--- src/rtl/x_byte_delay_fifo.sv ---
// Timed byte FIFO: each captured byte is held at least p_delay cycles before it is offered downstream.
// Optional build macro X_BYTE_DELAY_DROP_CNT_EN adds an 8-bit saturating dropped-byte counter (o_drop_cnt).
module x_byte_delay_fifo #(
   parameter int p_depth = 16,
   parameter int p_delay = 50000
) (
   input  logic                         i_clk,
   input  logic                         i_rst,
   input  logic                         i_valid,
   input  logic [7:0]                   i_data,
   output logic                         o_valid,
   output logic [7:0]                   o_data,
   input  logic                         i_accept,
   output logic [$clog2(p_depth):0]     o_count,
   output logic                         o_full,
`ifdef X_BYTE_DELAY_DROP_CNT_EN
   output logic [7:0]                   o_drop_cnt,
`endif
   output logic                         o_overflow
);

   localparam int p_ts_w  = $clog2(p_delay + 1) + 1;
   localparam int p_ptr_w = $clog2(p_depth);
   localparam int p_cnt_w = p_ptr_w + 1;

   localparam logic [p_ts_w-1:0]  c_delay = p_ts_w'(p_delay);
   localparam logic [p_cnt_w-1:0] c_depth = p_cnt_w'(p_depth);
   localparam logic               c_zero_delay = (p_delay == 0);

   logic [p_ts_w-1:0]  ts_now;
   logic [7:0]         mem_data [p_depth];
   logic [p_ts_w-1:0]  mem_ts   [p_depth];
   logic [p_depth-1:0] occ;
   logic [p_depth-1:0] matured;
   logic [p_depth-1:0] ripe;
   logic [p_ptr_w-1:0] wptr;
   logic [p_ptr_w-1:0] rptr;
   logic [p_ptr_w-1:0] rptr_nxt;
   logic [p_cnt_w-1:0] count_nxt;
   logic               push;
   logic               pop;
   logic               drop;
   logic               valid_nxt;

   assign o_full = (o_count == c_depth);

   always_comb begin
      pop  = o_valid & i_accept;
      push = i_valid & (~o_full | pop);
      drop = i_valid & o_full & ~pop;

      rptr_nxt = pop ? rptr + p_ptr_w'(1) : rptr;

      case ({push, pop})
         2'b10:   count_nxt = o_count + p_cnt_w'(1);
         2'b01:   count_nxt = o_count - p_cnt_w'(1);
         default: count_nxt = o_count;
      endcase

      // Exact-equality age test: an entry ripens once per timestamp period and the
      // sticky matured bit keeps it ripe, so counter wrap cannot un-mature a stalled head.
      ripe = '0;
      for (int i = 0; i < p_depth; i++) begin
         ripe[i] = occ[i] && ((ts_now - mem_ts[i]) == c_delay);
      end

      // Uses pre-edge matured bits, giving the one extra registered cycle of latency.
      valid_nxt = (count_nxt != '0) && matured[rptr_nxt];
   end

   always_ff @(posedge i_clk) begin
      if (push) begin
         mem_data[wptr] <= i_data;
         mem_ts[wptr]   <= ts_now;
      end
   end

   always_ff @(posedge i_clk or posedge i_rst) begin
      if (i_rst) begin
         ts_now     <= '0;
         wptr       <= '0;
         rptr       <= '0;
         occ        <= '0;
         matured    <= '0;
         o_count    <= '0;
         o_valid    <= 1'b0;
         o_data     <= 8'h00;
         o_overflow <= 1'b0;
      end else begin
         ts_now <= ts_now + p_ts_w'(1);

         matured <= matured | ripe;

         if (pop) begin
            occ[rptr]     <= 1'b0;
            matured[rptr] <= 1'b0;
         end

         // Push after pop so a full-FIFO swap on the same slot keeps the new entry.
         if (push) begin
            occ[wptr]     <= 1'b1;
            matured[wptr] <= c_zero_delay;
            wptr          <= wptr + p_ptr_w'(1);
         end

         rptr    <= rptr_nxt;
         o_count <= count_nxt;
         o_valid <= valid_nxt;

         if (valid_nxt) begin
            o_data <= mem_data[rptr_nxt];
         end

         if (drop) begin
            o_overflow <= 1'b1;
         end
      end
   end

`ifdef X_BYTE_DELAY_DROP_CNT_EN
   always_ff @(posedge i_clk or posedge i_rst) begin
      if (i_rst) begin
         o_drop_cnt <= 8'h00;
      end else if (drop && (o_drop_cnt != 8'hFF)) begin
         o_drop_cnt <= o_drop_cnt + 8'h01;
      end
   end
`endif

endmodule

--- config.mk ---
export PLATFORM = sky130hd
export DESIGN_NAME = x_byte_delay_fifo
export DESIGN_NICKNAME = d
export VERILOG_FILES = /design/src/rtl/x_byte_delay_fifo.sv
export SDC_FILE = /design/constraint.sdc
export NUM_CORES = 1
export LEC_CHECK = 0
export ABC_CLOCK_PERIOD_IN_PS = 4800
export CAP_MARGIN = 20
export CORE_ASPECT_RATIO = 0.5
export CORE_UTILIZATION = 60
export DETAILED_ROUTE_END_ITERATION = 12
export PLACE_DENSITY_LB_ADDON = 0.15
export SYNTH_ARGS = -nofsm -noshare
export SYNTH_HDL_FRONTEND = slang
export SYNTH_SLANG_ARGS = --single-unit
--- constraint.sdc ---
create_clock -name i_clk -period 4.8 [get_ports i_clk]
set_input_delay 0.72 -clock i_clk [delete_from_list [all_inputs] [get_ports i_clk]]
set_output_delay 0.72 -clock i_clk [all_outputs]
set_load 0.05 [all_outputs]
* Word-level counts from Yosys, hierarchy flattened
Memory sizes are Yosys's and may differ from the RTL's. A register that Yosys moved wholly into a read port is not among the register bits.
Index checks and enable logic that the tools add are counted.
** Storage, ports and cells
- Register bits :: 64
- RAM bits :: 400
- Input port bits :: 12
- Memories kept :: 2
** Memory list
- mem_ts :: depth 16, width 17, rd ports 16, clocked after Yosys merged registers in 0, write ports 1, line 32 : logic [p_ts_w-1:0] mem_ts [p_depth];
- mem_data :: depth 16, width 8, rd ports 1, clocked after Yosys merged registers in 1, write ports 1, line 31 : logic [7:0] mem_data [p_depth];
** Operators by class
- Add/subtract/negate cells :: 21
- Order comparisons :: 5
- Equality and inequality tests :: 19
- Multiplexer cells :: 14
- Bitwise logic cells :: 14
- Reductions and logical operators :: 20
** Operator list (number)
- == test 17 x 16 -> 1 bit (second input constant) :: 16
- subtractor 17 bit :: 16
- two-way mux 16 bit :: 4
- AND 16 bit :: 3
- NOT 16 bit :: 2
- bitwise OR 16 bit :: 2
- logical AND 1 bit :: 19
- adder 17 x 1 -> 17 bit (second input constant) :: 1
- less-than comparator 4 x 5 -> 1 bit (second input constant) :: 3
- one-hot mux 5 bit (2 select lines) :: 1
- adder 4 x 1 -> 4 bit (second input constant) :: 2
- demux 1 bit (select 4 bit) :: 2
- >= comparator 4 x 1 -> 1 bit (second input constant) :: 2
- adder 5 x 1 -> 5 bit (second input constant) :: 1
- == test 5 bit (second input constant) :: 1
- two-way mux 1 bit :: 5
- nonzero test 5 bit :: 1
- subtractor 5 x 1 -> 5 bit (second input constant) :: 1
- AND 1 bit :: 4
- binary-select mux 1 bit (select 4 bit) :: 1
- two-way mux 4 bit :: 1
- == test 2 x 1 -> 1 bit (second input constant) :: 1
- == test 2 bit (second input constant) :: 1
- NOT 1 bit :: 2
- bitwise OR 1 bit :: 1

* Depth between registers and ports, before layout
Gate-level depths: netlist of run 1.
- Depth after elaboration :: 9
- Depth in mapped cells :: 17

* Least setup slack after synthesis of run 1
No wires, ideal clock.
- Path kind :: reg2reg
- From :: register o_count[1]
- To :: register o_data[2], read port of mem_data
- Setup time :: 125 ps
- Arrival time :: 3960 ps
- Data required time :: 4675 ps
- Slack :: 715 ps
- Stages on the path, launching flop included :: 14
- Path buffers :: 2
- Clock period less this slack :: 4085 ps
- Path through :: dfrtp_1 or4b_4 o31a_1 buf_2 buf_1 inv_1 ha_1 inv_1 fa_1 xor2_1 o21ai_0 or3_1 o31ai_4 mux2_2
** Between the ends
- Word-level cells in the longest chain between the ends :: 8
- Elaborated cells between the ends (all ways) :: 11
- Classes of those cells :: add/sub (2); eq/ne (3); mux (1); bitwise (3); reduce/logical (2)
** Ends and longest elaborated chain
- start, declared :: line 14 : output logic [$clog2(p_depth):0] o_count,
- start signal, assigned :: line 107 : o_count <= count_nxt;
- == test 5 bit :: line 45 : assign o_full = (o_count == c_depth);
- NOT 1 bit :: line 49 : push = i_valid & (~o_full | pop);
- bitwise OR 1 bit :: line 49
- AND 1 bit :: line 49
- == test 2 x 1 -> 1 bit or == test 2 bit (tied branches) :: line 54 : case ({push, pop})
- one-hot mux 5 bit (2 select lines) (*) :: line 54
- named net count_nxt[2] :: line 39 : logic [p_cnt_w-1:0] count_nxt;
- nonzero test 5 bit (*) :: line 68 : valid_nxt = (count_nxt != '0) && matured[rptr_nxt];
- logical AND 1 bit (*) :: line 68
- end, declared :: line 12 : output logic [7:0] o_data,
The timed path passes the listed nets; every way through them passes the cells marked *.
A chain may end at the register's enable or synchronous reset.

* Worst setup path after layout of run 1
- From :: input i_accept
- To :: register o_data[4], read port of mem_data
** Between the ends
- Word-level cells in the longest chain between the ends :: 7
- Elaborated cells between the ends (all ways) :: 11
- Classes of those cells :: eq/ne (2); mux (4); bitwise (3); reduce/logical (2)
** Ends and longest elaborated chain
- start, declared :: line 13 : input logic i_accept,
- AND 1 bit (*) :: line 48 : pop = o_valid & i_accept;
- bitwise OR 1 bit :: line 49
- AND 1 bit :: line 49
- == test 2 x 1 -> 1 bit or == test 2 bit (tied branches) :: line 54
- one-hot mux 5 bit (2 select lines) (*) :: line 54
- named net count_nxt[2] :: line 39
- nonzero test 5 bit (*) :: line 68
- logical AND 1 bit (*) :: line 68
The timed path passes the listed nets; every way through them passes the cells marked *. The select of a mux whose other input is x is not followed.

==> results of run 1 <==
-- worst max-delay path by stage --
| stage | startpoint | end | slack [ns] | depth (start not counted) |
|---|---|---|---|---|
| 3_5_place_dp | i_accept | o_data[6] | 0.53 | 14 |
| 2_1_floorplan | o_count[1] | o_data[2] | 0.72 | 13 |
| 3_3_place_gp | i_accept | o_data[6] | 0.56 | 14 |
| 5_1_grt | ts_now[3] | matured[0] | 0.79 | 9 |
| 6_report | i_accept | o_data[4] | 1.08 | 14 |
| 4_1_cts | i_accept | o_data[4] | 1.11 | 14 |
-- routing by layer --
| metal | GRT usage [%] | part of all wire (%) | routed length (um) |
|---|---|---|---|
| met3 | 4.52 | 7.5 | 5240 |
| met1 | 43.7 | 46 | 32300 |
| met5 | 0 | 0 | 0 |
| met2 | 46.3 | 44 | 30500 |
| met4 | 7.15 | 2.2 | 1530 |
-- state kept, by name, summed over array words and instances, names as in the netlist --
| register | cells |
|---|---|
| mem_ts | 272 |
| mem_data | 128 |
| ts_now | 17 |
| matured | 16 |
| occ | 16 |
| o_data | 8 |
| o_count | 5 |
| rptr | 4 |
| wptr | 4 |
| o_overflow | 1 |
| o_valid | 1 |
-- metrics by stage --
step | cell area [um2] | hold WS (ns) | std cells
3_3_place_gp | 29600 | 0.457 | 3173
5_1_grt | 31000 | 0.509 | 3253
2_1_floorplan | 28100 | 0.433 | 2480
3_5_place_dp | 29600 | 0.462 | 3173
6_report | 31000 | 0.475 | 3253
4_1_cts | 31000 | 0.476 | 3253
-- power groups by stage --
stage | logic (W) | clock network (W) | registers [W]
6_report | 0.00160 | 0.00354 | 0.00500
5_1_grt | 0.00175 | 0.00373 | 0.00503
4_1_cts | 0.00159 | 0.00357 | 0.00500
3_5_place_dp | 0.00158 | 0 | 0.00508
3_3_place_gp | 0.00155 | 0 | 0.00507
2_1_floorplan | 0.00103 | 0 | 0.00512
-- layout make-up --
cell class | instances | share of cell area, %
repair buffers | 82 | 2.33
clock buffers | 59 | 3.77
flip-flops and latches | 472 | 44.6
well taps | 627 | 2.53
inverters | 316 | 3.83
clock inverters | 21 | 0.759
multi-input cells | 1676 | 42.1
-- kinds of logic after synthesis --
kind of cell,after synthesis,share of synthesized area (%)
compound gates,561,13.6
simple gates,638,11.6
buf+inv,332,4.48
flops,472,49.1
mux,86,5.15
fa+ha+maj,271,12.1
xor+xnor,120,3.91
-- synthesized netlist by cell type (10+ instances only) --
| cell | instances | area share [%] |
|---|---|---|
| a2111oi_0 | 28 | 0.87 |
| a211o_1 | 10 | 0.31 |
| a211oi_1 | 22 | 0.59 |
| a21o_1 | 48 | 1.3 |
| a21oi_1 | 129 | 2.3 |
| a31oi_1 | 20 | 0.45 |
| and2_1 | 12 | 0.27 |
| and3_1 | 17 | 0.38 |
| dfrtp_1 | 72 | 6.4 |
| edfxtp_1 | 400 | 43 |
| ha_1 | 269 | 12 |
| inv_1 | 312 | 4.2 |
| mux2_2 | 12 | 0.48 |
| mux2i_1 | 23 | 0.82 |
| mux4_2 | 45 | 3.6 |
| nand2_1 | 153 | 2.0 |
| nand2b_1 | 37 | 0.82 |
| nand3_1 | 61 | 1.1 |
| nand4_1 | 35 | 0.78 |
| nor2_1 | 131 | 1.7 |
| nor2b_1 | 52 | 1.2 |
| nor3_1 | 45 | 0.80 |
| nor3b_1 | 11 | 0.29 |
| nor4_1 | 17 | 0.38 |
| o2111ai_1 | 21 | 0.65 |
| o211ai_1 | 18 | 0.48 |
| o21a_1 | 36 | 0.96 |
| o21ai_0 | 106 | 1.9 |
| o21bai_1 | 10 | 0.27 |
| o31a_1 | 10 | 0.31 |
| o31ai_1 | 22 | 0.59 |
| or3_1 | 15 | 0.33 |
| or4_1 | 10 | 0.27 |
| xnor2_1 | 76 | 2.4 |
| xor2_1 | 40 | 1.2 |
==> impl_metrics.toml, run 1 <==
[layout]
multiInputGateArea_um2 = 13100
final_cell_mix = "edfxtp_1 (400), inv_1 (311), ha_1 (269), nand2_1 (153), nor2_1 (130)"
final_nets = 2874
n_antenna_cell = 0
final_core_util_pct = 67.8
fillers = 3433
drive_gt1_share_pct = 8.72
syn_to_final_growth_pct = 10.2
final_common_cell = "edfxtp_1"
regArea_um2 = 13800

[global_route]
gr-total-overflow = 0
grt_pass1_vias = 19300
grt_pass1_wl_mm = 108
track_usage_pct = 29.6
antenna_found_initial = 2
grt_start_max_net_pins = 46

[detailed_routing]
post_drt_via_cell_ratio = 6.15
wl_mm = 69.6
wire_per_inst_um = 21.4
drt_first_iter_violations = 1540
route.vias.total = 20000
drcViolationCount = 0
ant_nets = 0
drtPass1Iterations = 5

[placement]
io_buffer_count = 27
dp.final_hpwl_mm = 48.3
pre_cts_ws_ns = 0.533
gp_congestion = 0.933

[floorplan]
fp.coreArea_um2 = 45700
die_h_um = 155
fp.dieW_um = 308
die_area_um2 = 47800
rows = 55
io_pins = 28
start_util_pct = 61.5

[power]
p_sw_w = 0.00278
vdd_drop_max_mv = 0.265
p_total_w = 0.0101
swShare_pct = 27.4
power_frac_clock_pct = 34.9
powerDensity_nw_per_um2 = 327
seqPwrFrac_pct = 49.3
cell_internal_pwr_w = 0.00736
leakage_nw = 13.2
share_comb_of_total_power_pct = 15.8

[critical_path]
reg2regPathDepth = 12
cp_cell_sequence = "clkdlybuf4s50_1, nand2_1, inv_2, o31a_1, inv_1, ha_1, inv_1, fa_1, xor2_1, o21ai_0, or3_1, o31ai_4, buf_4, mux2_1"
crit_fanout = 9
cp_num_buf_inv = 5
timing.rr.end = "o_data[4]"
critPathTopFamily = "buffers and inverters"
reg2reg_slack_ns = 1.12
cp-end-kind = "register"
cp_slowest_cell = "clkdlybuf4s50_1"
setup.worst_path.start_class = "input port"
cp_data_arrival_time_ns = 4.17
crit_required_ns = 5.25
crit_top_cell = "inv_1"
cp_slowest_stage_delay_ns = 0.45
reg2reg_from = "o_count[1]"
critPathKind = "in2reg"

[clock_tree]
clkSinkCount = 472
ctsResizeCount = 0
clockBufferDepth = 3
postCtsSetupBuffers = 0
hold_buffers = 0
h-tree-depth = 2
clockRootBuffer = "clkbuf_16"
numCtsBuffers = 44
cts_tree = "yes"
clk_pin_slew_worst_paths_ns = 0.07
clock_latency_ns = 0.57

[timing]
min_period_ns = 3.72
worst_pin_slew_ns = 1.25
setup_violations = 0
maxSlewHeadroom_pct = 15.4
worst_clock_skew_ns = 0.0368
rsz0062_at_grt = "false"
fin_setup_tns_ns = 0
period_share_pct = 77.6
finalHoldViolations = 0
fin_ws_ns = 1.08
finalMaxSlewViolations = 0
fmax_ghz = 0.269

[status]
status = "finished, final reports clean"

[synth]
syn_avg_cell_area_um2 = 11.3
ys_ff_latch = 472
syn_area_um2 = 28100
synth-main-ff-cell = "edfxtp_1"
syn_nets = 2762
ys_warn_count = 0
syn_inst = 2480
synth_edf_count = 400
synth_cell_type_count = 91
synth.yosys.seq_area_share_pct = 49.1
synthArstFlopShare_pct = 15.3

[worst_hold_path]
hold_path_end = "o_overflow"
hp-class = "reg2reg"
hp-start = "o_overflow"
holdPathStages = 1

[flow_run]
timing.max_cap.violations = 0
Power figures use the tool's default switching activity.
==> inputs of run 2 (changes only) <==
Settings changed: ABC_CLOCK_PERIOD_IN_PS 4800 to 3700.
Clock period 4.8 ns to 3.7 ns, I/O delays scaled along.
==> run 2 against run 1 <==
Worst setup slack worse by 0.82 ns. Sequential power is 30% higher. Combinational power is 30% higher. Count of clock-buffer cells in the layout is 9 lower. Final area is 1.7% higher. Non-clock buffer count is 25 higher. Clock skew is 0.017 ns lower. Utilization is 1.2 points higher. Flip-flop and latch count stayed put. Largest power group unchanged.
==> impl_metrics.toml, run 2 (same netlist as run 1, synthesis figures left out) <==
[critical_path]
critPathKind = "reg2reg"
cp_slowest_stage_delay_ns = 0.54
cp_slowest_cell = "or4b_4"
cp-end-kind = "register"
cp_cell_sequence = "or4b_4, o31a_1, inv_4, ha_4, inv_2, fa_2, xor2_1, o21ai_0, or3_1, o31ai_4, buf_12, mux2_4"
cp_data_arrival_time_ns = 3.90
crit_required_ns = 4.15
crit_fanout = 9
setup.worst_path.start_class = "register"

[timing]
setup_violations = 0
fin_ws_ns = 0.257
min_period_ns = 3.44
period_share_pct = 93.1
worst_pin_slew_ns = 0.993
rsz0062_at_grt = "false"
finalHoldViolations = 0
fmax_ghz = 0.290
maxSlewHeadroom_pct = 32.9
finalMaxSlewViolations = 0
worst_clock_skew_ns = 0.0199

[detailed_routing]
ant_nets = 0
drcViolationCount = 0
route.vias.total = 20300
wl_mm = 70.5
post_drt_via_cell_ratio = 6.17
drt_first_iter_violations = 1724
wire_per_inst_um = 21.5
drtPass1Iterations = 7

[floorplan]
rows = 55
die_h_um = 155
die_area_um2 = 47800
io_pins = 28
fp.dieW_um = 308
start_util_pct = 61.5
fp.coreArea_um2 = 45700

[placement]
gp_congestion = 0.936
pre_cts_ws_ns = 0.0465
io_buffer_count = 27
dp.final_hpwl_mm = 49.1

[layout]
fillers = 3404
final_nets = 2900
top_register = "mem_ts"
reg.largest.list = "mem_ts x272, mem_data x128, ts_now x17"
final_common_cell = "edfxtp_1"
final_cell_mix = "edfxtp_1 (400), inv_1 (309), ha_1 (268), nand2_1 (153), nor2_1 (130)"
syn_to_final_growth_pct = 12.2
drive_gt1_share_pct = 10.7
final_core_util_pct = 69.0
largest_reg_flops = 272

[power]
powerDensity_nw_per_um2 = 433
vdd_drop_max_mv = 0.430
leakage_nw = 13.4

[global_route]
grt_start_max_net_pins = 40
grt_pass1_vias = 19400
gr-total-overflow = 0
antenna_found_initial = 4
grt_pass1_wl_mm = 108
track_usage_pct = 29.8

[clock_tree]
numCtsBuffers = 45
clockRootBuffer = "clkbuf_16"
cts_tree = "yes"
clock_latency_ns = 0.58
hold_buffers = 0
ctsResizeCount = 0
clk_pin_slew_worst_paths_ns = 0.06
h-tree-depth = 2
clockBufferDepth = 3
clkSinkCount = 472
postCtsSetupBuffers = 0

[status]
status = "finished, final reports clean"

[flow_run]
timing.max_cap.violations = 0

[worst_hold_path]
hp-class = "in2async"
-- run 2: final cells by class --
class / instances / area (um2) / share of cell area, %
diodes: 2 / 5.00 / 0.0159
multi-input cells: 1676 / 13100 / 41.5
clock buffers: 50 / 1200 / 3.79
clock inverters: 34 / 420 / 1.33
well taps: 627 / 785 / 2.49
flip-flops and latches: 472 / 13800 / 43.9
repair buffers: 107 / 996 / 3.16
inverters: 316 / 1190 / 3.77
-- run 2: routing by layer --
metal | share of wire [%] | vias to the layer above | track usage, %
li1 | - | 9564 | -
met1 | 44 | 9858 | 41.1
met5 | 0 | - | 0
met2 | 44 | 714 | 46.5
met4 | 3.3 | 0 | 10.3
met3 | 8.8 | 139 | 7.00
-- run 2: power breakdown --
group	switching, W	total, W	internal (W)
combinational	0.00132	0.00208	0.000764
clock	0.00221	0.00508	0.00287
sequential	0.000186	0.00648	0.00630
-- run 2: worst max-delay path: cells and delay by family (launching register included) --
kind,cells,cell delay (ns)
xor gates and xnor gates,1,0.13
and+or+nand+nor,2,0.98
AOI/OAI and AO/OA,3,0.65
adders and majority gates,2,0.49
DFF,1,0.44
buffers and inverters,3,0.31
muxes,1,0.30
-- run 2: path summary, 6_finish.rpt --
check / from / endpoint / slack (ns) / depth (start not counted)
setup / recovery: o_count[0] / o_data[5] / 0.26 / 12
hold / removal: i_rst / matured[11] / 0.41 / 2
setup reg to reg: o_count[0] / o_data[5] / 0.26 / 12
hold reg to reg: occ[14] / occ[14] / 0.48 / 2
max in group asynchronous: i_rst / o_count[4] / 2.57 / 3
min in group i_clk: occ[14] / occ[14] / 0.48 / 2
-- run 2: metrics by stage --
step	hold slack (ns)	std cells	TNS [ns]	cell area, um2	power, W
after CTS	0.428	3282	0	31500	0.0137
after floorplan	0.433	2480	-0.194	28200	0.00799
final	0.415	3284	0	31500	0.0136
after detailed placement	0.466	3198	0	29900	0.00864
after global routing	0.457	3283	0	31500	0.0141
after global placement	0.460	3198	0	29900	0.00859
